### config.mk
export PLATFORM = sky130hd
export DESIGN_NAME = apb_master_bridge_flat
export DESIGN_NICKNAME = d
export VERILOG_FILES = /design/src/rtl/apb_master_bridge_if.sv /design/src/rtl/apb_master_bridge.sv /design/src/flat_wrapper.sv
export SDC_FILE = /design/constraint.sdc
export NUM_CORES = 1
export LEC_CHECK = 0
export CORE_MARGIN = 1.5
export CORE_UTILIZATION = 35
export CTS_CLUSTER_DIAMETER = 100
export DETAILED_ROUTE_END_ITERATION = 8
export GPL_ROUTABILITY_DRIVEN = 0
export PLACE_DENSITY = 0.81
export SETUP_SLACK_MARGIN = 0.3
export SLEW_MARGIN = 10
export SYNTH_ARGS = -nofsm -noshare
export SYNTH_HDL_FRONTEND = slang
export SYNTH_SLANG_ARGS = --single-unit
export TNS_END_PERCENT = 5
### constraint.sdc
create_clock -name clk -period 2.2 [get_ports clk]
set_clock_uncertainty 0.2 [all_clocks]
set_input_delay 0.44 -clock clk [delete_from_list [all_inputs] [get_ports clk]]
set_output_delay 0.44 -clock clk [all_outputs]
set_load 0.1 [all_outputs]
### src/rtl/apb_master_bridge_if.sv
// apb_master_bridge_if
//   Bundles the command stream, the response stream and the APB bus that
//   surround apb_master_bridge.
//
//   Modports:
//     master - the bridge side. It takes commands, drives the APB requester
//              signals and returns responses.
//     slave  - the environment side. It issues commands, consumes responses
//              and models the APB completer.
//
//   Signals:
//     cmd_valid/cmd_ready/cmd_write/cmd_addr/cmd_wdata      command stream
//     rsp_valid/rsp_ready/rsp_rdata/rsp_err/rsp_timeout     response stream
//     psel/penable/pwrite/paddr/pwdata/prdata/pready/pslverr APB bus
interface apb_master_bridge_if #(
   parameter int ADDR_W = 32,
   parameter int DATA_W = 16
);
   logic              cmd_valid;
   logic              cmd_ready;
   logic              cmd_write;
   logic [ADDR_W-1:0] cmd_addr;
   logic [DATA_W-1:0] cmd_wdata;

   logic              rsp_valid;
   logic              rsp_ready;
   logic [DATA_W-1:0] rsp_rdata;
   logic              rsp_err;
   logic              rsp_timeout;

   logic              psel;
   logic              penable;
   logic              pwrite;
   logic [ADDR_W-1:0] paddr;
   logic [DATA_W-1:0] pwdata;
   logic [DATA_W-1:0] prdata;
   logic              pready;
   logic              pslverr;

   modport master (
      input  cmd_valid, cmd_write, cmd_addr, cmd_wdata,
      input  rsp_ready,
      input  prdata, pready, pslverr,
      output cmd_ready,
      output rsp_valid, rsp_rdata, rsp_err, rsp_timeout,
      output psel, penable, pwrite, paddr, pwdata
   );

   modport slave (
      output cmd_valid, cmd_write, cmd_addr, cmd_wdata,
      output rsp_ready,
      output prdata, pready, pslverr,
      input  cmd_ready,
      input  rsp_valid, rsp_rdata, rsp_err, rsp_timeout,
      input  psel, penable, pwrite, paddr, pwdata
   );
endinterface

### src/rtl/apb_master_bridge.sv
// apb_master_bridge
//   Single-outstanding APB requester. It takes one command from a
//   valid/ready stream, runs the APB SETUP and ACCESS phases, and returns one
//   response record. Wait states (pready low) and pslverr are honoured. A
//   transfer is aborted when the slave holds pready low for TIMEOUT
//   consecutive ACCESS cycles. TIMEOUT = 0 waits forever.
//
//   Ports:
//     clk     - single clock for the bridge and the APB bus
//     preset  - synchronous, active-high reset. It discards any transfer or
//               pending response.
//     bus     - apb_master_bridge_if.master
//               (command stream, response stream and APB bus)
//
//   All outputs are registered except cmd_ready. cmd_ready is
//   (state == IDLE) && !preset.
module apb_master_bridge #(
   parameter int ADDR_W  = 32,
   parameter int DATA_W  = 16,
   parameter int TIMEOUT = 16
) (
   input  logic                clk,
   input  logic                preset,
   apb_master_bridge_if.master bus
);

   // The counter must reach TIMEOUT-1. It is kept at least 1 bit wide so
   // that it still exists when the timeout is disabled.
   localparam int CNT_W = (TIMEOUT < 1) ? 1 : $clog2(TIMEOUT + 1);
   localparam logic [CNT_W-1:0] TIMEOUT_LAST = CNT_W'((TIMEOUT > 0) ? TIMEOUT - 1 : 0);

   typedef enum logic [1:0] {
      ST_IDLE   = 2'd0,
      ST_SETUP  = 2'd1,
      ST_ACCESS = 2'd2,
      ST_RESP   = 2'd3
   } state_t;

   state_t             state_reg,       state_next;
   logic [CNT_W-1:0]   wait_cnt_reg,    wait_cnt_next;
   logic               psel_reg,        psel_next;
   logic               penable_reg,     penable_next;
   logic               pwrite_reg,      pwrite_next;
   logic [ADDR_W-1:0]  paddr_reg,       paddr_next;
   logic [DATA_W-1:0]  pwdata_reg,      pwdata_next;
   logic               rsp_valid_reg,   rsp_valid_next;
   logic [DATA_W-1:0]  rsp_rdata_reg,   rsp_rdata_next;
   logic               rsp_err_reg,     rsp_err_next;
   logic               rsp_timeout_reg, rsp_timeout_next;
   logic               cmd_ready;

   assign cmd_ready = (state_reg == ST_IDLE) && !preset;

   assign bus.cmd_ready   = cmd_ready;
   assign bus.psel        = psel_reg;
   assign bus.penable     = penable_reg;
   assign bus.pwrite      = pwrite_reg;
   assign bus.paddr       = paddr_reg;
   assign bus.pwdata      = pwdata_reg;
   assign bus.rsp_valid   = rsp_valid_reg;
   assign bus.rsp_rdata   = rsp_rdata_reg;
   assign bus.rsp_err     = rsp_err_reg;
   assign bus.rsp_timeout = rsp_timeout_reg;

   // Next-state and next-output logic. Every register holds its value unless
   // a branch below overrides it. This keeps the paddr, pwrite and pwdata
   // values and the response fields stable while they are held.
   always_comb begin
      state_next       = state_reg;
      wait_cnt_next    = wait_cnt_reg;
      psel_next        = psel_reg;
      penable_next     = penable_reg;
      pwrite_next      = pwrite_reg;
      paddr_next       = paddr_reg;
      pwdata_next      = pwdata_reg;
      rsp_valid_next   = rsp_valid_reg;
      rsp_rdata_next   = rsp_rdata_reg;
      rsp_err_next     = rsp_err_reg;
      rsp_timeout_next = rsp_timeout_reg;

      case (state_reg)
         ST_IDLE: begin
            if (bus.cmd_valid && cmd_ready) begin
               state_next    = ST_SETUP;
               wait_cnt_next = '0;
               psel_next     = 1'b1;
               penable_next  = 1'b0;
               pwrite_next   = bus.cmd_write;
               paddr_next    = bus.cmd_addr;
               pwdata_next   = bus.cmd_write ? bus.cmd_wdata : '0;
            end
         end

         ST_SETUP: begin
            state_next   = ST_ACCESS;
            penable_next = 1'b1;
         end

         ST_ACCESS: begin
            if (bus.pready) begin
               // A completion wins over a timeout that falls on the same cycle.
               state_next       = ST_RESP;
               psel_next        = 1'b0;
               penable_next     = 1'b0;
               rsp_valid_next   = 1'b1;
               rsp_rdata_next   = pwrite_reg ? '0 : bus.prdata;
               rsp_err_next     = bus.pslverr;
               rsp_timeout_next = 1'b0;
            end else begin
               wait_cnt_next = wait_cnt_reg + CNT_W'(1);
               // wait_cnt_reg counts the earlier low cycles, so this cycle is
               // the TIMEOUT-th one when the count equals TIMEOUT-1.
               if ((TIMEOUT != 0) && (wait_cnt_reg == TIMEOUT_LAST)) begin
                  state_next       = ST_RESP;
                  psel_next        = 1'b0;
                  penable_next     = 1'b0;
                  rsp_valid_next   = 1'b1;
                  rsp_rdata_next   = '0;
                  rsp_err_next     = 1'b1;
                  rsp_timeout_next = 1'b1;
               end
            end
         end

         ST_RESP: begin
            if (bus.rsp_ready) begin
               state_next     = ST_IDLE;
               rsp_valid_next = 1'b0;
            end
         end

         default: begin
            state_next = ST_IDLE;
         end
      endcase
   end

   always_ff @(posedge clk) begin
      if (preset) begin
         state_reg       <= ST_IDLE;
         wait_cnt_reg    <= '0;
         psel_reg        <= 1'b0;
         penable_reg     <= 1'b0;
         pwrite_reg      <= 1'b0;
         paddr_reg       <= '0;
         pwdata_reg      <= '0;
         rsp_valid_reg   <= 1'b0;
         rsp_rdata_reg   <= '0;
         rsp_err_reg     <= 1'b0;
         rsp_timeout_reg <= 1'b0;
      end else begin
         state_reg       <= state_next;
         wait_cnt_reg    <= wait_cnt_next;
         psel_reg        <= psel_next;
         penable_reg     <= penable_next;
         pwrite_reg      <= pwrite_next;
         paddr_reg       <= paddr_next;
         pwdata_reg      <= pwdata_next;
         rsp_valid_reg   <= rsp_valid_next;
         rsp_rdata_reg   <= rsp_rdata_next;
         rsp_err_reg     <= rsp_err_next;
         rsp_timeout_reg <= rsp_timeout_next;
      end
   end

endmodule

### src/flat_wrapper.sv
// flat-port wrapper written by rule: the top's interface ports become plain ports
module apb_master_bridge_flat 
#(
   parameter int ADDR_W  = 32,
   parameter int DATA_W  = 16,
   parameter int TIMEOUT = 16
)
  (clk, preset, bus_cmd_valid, bus_cmd_write, bus_cmd_addr, bus_cmd_wdata, bus_rsp_ready, bus_prdata, bus_pready, bus_pslverr, bus_cmd_ready, bus_rsp_valid, bus_rsp_rdata, bus_rsp_err, bus_rsp_timeout, bus_psel, bus_penable, bus_pwrite, bus_paddr, bus_pwdata);
  apb_master_bridge_if #(.ADDR_W(ADDR_W), .DATA_W(DATA_W)) bus_i ();
  input  logic clk;
  input  logic preset;
  input wire logic [$bits(bus_i.cmd_valid)-1:0] bus_cmd_valid;
  input wire logic [$bits(bus_i.cmd_write)-1:0] bus_cmd_write;
  input wire logic [$bits(bus_i.cmd_addr)-1:0] bus_cmd_addr;
  input wire logic [$bits(bus_i.cmd_wdata)-1:0] bus_cmd_wdata;
  input wire logic [$bits(bus_i.rsp_ready)-1:0] bus_rsp_ready;
  input wire logic [$bits(bus_i.prdata)-1:0] bus_prdata;
  input wire logic [$bits(bus_i.pready)-1:0] bus_pready;
  input wire logic [$bits(bus_i.pslverr)-1:0] bus_pslverr;
  output wire logic [$bits(bus_i.cmd_ready)-1:0] bus_cmd_ready;
  output wire logic [$bits(bus_i.rsp_valid)-1:0] bus_rsp_valid;
  output wire logic [$bits(bus_i.rsp_rdata)-1:0] bus_rsp_rdata;
  output wire logic [$bits(bus_i.rsp_err)-1:0] bus_rsp_err;
  output wire logic [$bits(bus_i.rsp_timeout)-1:0] bus_rsp_timeout;
  output wire logic [$bits(bus_i.psel)-1:0] bus_psel;
  output wire logic [$bits(bus_i.penable)-1:0] bus_penable;
  output wire logic [$bits(bus_i.pwrite)-1:0] bus_pwrite;
  output wire logic [$bits(bus_i.paddr)-1:0] bus_paddr;
  output wire logic [$bits(bus_i.pwdata)-1:0] bus_pwdata;
  assign bus_i.cmd_valid = bus_cmd_valid;
  assign bus_i.cmd_write = bus_cmd_write;
  assign bus_i.cmd_addr = bus_cmd_addr;
  assign bus_i.cmd_wdata = bus_cmd_wdata;
  assign bus_i.rsp_ready = bus_rsp_ready;
  assign bus_i.prdata = bus_prdata;
  assign bus_i.pready = bus_pready;
  assign bus_i.pslverr = bus_pslverr;
  assign bus_cmd_ready = bus_i.cmd_ready;
  assign bus_rsp_valid = bus_i.rsp_valid;
  assign bus_rsp_rdata = bus_i.rsp_rdata;
  assign bus_rsp_err = bus_i.rsp_err;
  assign bus_rsp_timeout = bus_i.rsp_timeout;
  assign bus_psel = bus_i.psel;
  assign bus_penable = bus_i.penable;
  assign bus_pwrite = bus_i.pwrite;
  assign bus_paddr = bus_i.paddr;
  assign bus_pwdata = bus_i.pwdata;
  apb_master_bridge #(.ADDR_W(ADDR_W), .DATA_W(DATA_W), .TIMEOUT(TIMEOUT)) u_core (.clk(clk), .preset(preset), .bus(bus_i));
endmodule
==> out/metrics.cfg <==
[sta]
period_needed_ns=1.91
drv_slew=0
fin_crit_sh=0.868
tightest_slew_ns=0.557
setup_tns_ns=0
relSlewSlack=0.629
grt_setup_unrepaired=yes
hold_viol_final=0
setup_violations=0
clock.fmax_ghz=0.524

[grt]
grt.total_usage=0.178
grt_max_degree=33
globalRouteOverflowTotal=0
antenna_found_initial=0
use_met1=0.204
use_met2=0.305
grt_pass1_wl_um=12700
use_met3=0.0638
busiest_layer=met2
grt_pass1_vias=2817

[clock_network]
cts.path.max_buffers=2
cts_tree=yes
cts_hold_buf=0
worstSkewPairLatency_ns=0.34
cts_made_buffers=9
path_clk_slew_ns=0.08
clock_sinks=77
cts-htree-levels=3
cts_root_buffer=clkbuf_8

[logic_synthesis]
synth_edf_count=0
syn-mean-instance-area_um2=8.62
synth_area_um2=3000
synth_cell_types=29
postSynth.asyncResetShare=0
synth_fp_nets=426
synth_cells=348
yosys_register_bits=77
synth-seq-area-share=0.514
synth_warnings=0
yosys_most_used_dff=dfxtp_1

[setup_path]
cp.arrival_ns=1.27
critPathRequiredTime_ns=1.56
end_kind=output pin
path_class=flop to output pin
crit_path_max_fanout=5
worst_setup_path_start_kind=flop

[power_and_ir_drop]
leakagePower_nw=2.05
power.share.clock=0.206
power_frac_comb=0.474
ir_drop_mv=0.762
intPower_mw=2.88
seqPwrFrac=0.321
p_sw_mw=2.41
power.total_mw=5.28
sw_frac_of_total=0.456
power_density_nw_per_um2=1120

[floorplan]
num_rows=33
initial_core_util=0.363
ioPinCount=142
dieWidth_um=95.6
die_h_um=95.6
dieArea_um2=9130
core_area_um2=8260

[final_layout]
final_layout_size_suffix_gt1_frac=0.251
fin_util=0.572
area_growth_pct=57.6
fillers=725
diodes=0
largest_register_ffs=32
final_nets=573
layout_common_cells=nand2_1 (86), buf_4 (86), dfxtp_1 (73)

[routing]
num_vias=2932
drt_wl_total_um=8220
wl_per_cell_um=13.6
dr.pass1.iters=6
first_iter_violations=81
postRouteAntennaNets=0
routed_via_density=4.85
post-route-drc-count=0

[run_status]
outcome=complete, no violations

[placement]
hpwl_um=5670
io_buffers=141

[worst_hold_path]
hold_path_class=primary input to flop

[run]
cap_viol_max_count=0

-- synthesized netlist by cell type, types with 2 or more instances --
master | instances | share of area
nand3b_1 | 33 | 0.083
buf_2 | 7 | 0.012
and2_1 | 2 | 0.0042
nand3_1 | 17 | 0.028
nor2_1 | 27 | 0.034
a21oi_1 | 23 | 0.038
clkbuf_1 | 13 | 0.016
dfxtp_1 | 77 | 0.51
a22oi_1 | 16 | 0.040
a211oi_1 | 2 | 0.0050
nand2b_1 | 3 | 0.0063
inv_1 | 4 | 0.0050
nor2_2 | 2 | 0.0042
mux2i_1 | 5 | 0.017
ha_1 | 7 | 0.029
o21ai_0 | 4 | 0.0067
nor2b_1 | 5 | 0.010
buf_4 | 2 | 0.0050
buf_6 | 2 | 0.0075
nand2_1 | 86 | 0.11
nor3_1 | 3 | 0.0050
-- metal layers --
metal	part of all wire	vias up	wire (µm)
li1	-	1459	-
met1	0.42	1380	3450
met2	0.51	87	4200
met3	0.061	6	498
met4	0.010	0	82
met5	0	-	0
-- per-stage QoR --
| step | setup WS, ns | std cells | area, µm² | hold slack, ns |
|---|---|---|---|---|
| floorplan | 0.308 | 348 | 3010 | 0.258 |
| global placement | 0.0218 | 580 | 4360 | 0.240 |
| detailed placement | -0.0668 | 580 | 4360 | 0.244 |
| CTS | 0.220 | 597 | 4630 | 0.236 |
| global route | 0.228 | 604 | 4730 | 0.250 |
| finish | 0.291 | 604 | 4730 | 0.250 |
-- worst max-delay path, cell delays in order, from the launching register on --
cell     delay [ns]
dfxtp_4        0.36
inv_4          0.06
ha_4           0.15
nor2b_4        0.17
buf_12         0.18
-- path summary, 6_finish.rpt --
check	startpoint	end	slack (ns)	cells after the start
worst max-delay path	u_core.state_reg[0]$_SDFFE_PP0P_	bus_cmd_ready	0.29	4
worst min-delay path	preset	u_core.bus.penable$_SDFFE_PP0P_	0.25	2
worst max register to register	u_core.wait_cnt_reg[0]$_SDFFE_PP0P_	u_core.bus.rsp_rdata[13]$_SDFFE_PP0P_	0.33	8
worst min register to register	u_core.bus.pwdata[4]$_SDFFE_PP0P_	u_core.bus.pwdata[4]$_SDFFE_PP0P_	0.25	2
-- power by group through the flow --
stage                     Combinational [mW]  Clock, mW  Sequential, mW
final                                   2.50       1.09            1.69
after CTS                               2.42       1.13            1.69
after global placement                  2.34          0            1.71
after global routing                    2.63       1.18            1.72
after floorplan                        0.615          0            2.88
after detailed placement                2.37          0            1.71
-- cell families after synthesis --
kind of cell             synth area share
AND/OR/NAND/NOR                     0.291
buffers and inverters              0.0455
AO/OA/AOI/OAI                       0.104
flip-flops                          0.514
adder cells (fa/ha/maj)            0.0292
multiplexers                       0.0167
-- cell type report --
cell class | count | area [µm²] | share of cell area
tap | 105 | 131 | 0.0278
inverter | 4 | 20.0 | 0.00424
timing repair buffer | 160 | 1420 | 0.301
multi-input combinational | 243 | 1390 | 0.294
clock buffer | 11 | 151 | 0.0320
sequential | 77 | 1560 | 0.329
clock inverter | 4 | 55.1 | 0.0116
-- repair_timing --
| item | in CTS | in global routing |
|---|---|---|
| hold endpoints to repair | 0 | 0 |
| setup buffers | 2 | 7 |
| gates resized for setup | 7 | 15 |
| endpoints found under the setup margin | 40 | 42 |
| pin swaps | 2 | 2 |
No activity file was read; power rests on OpenSTA's default activity.
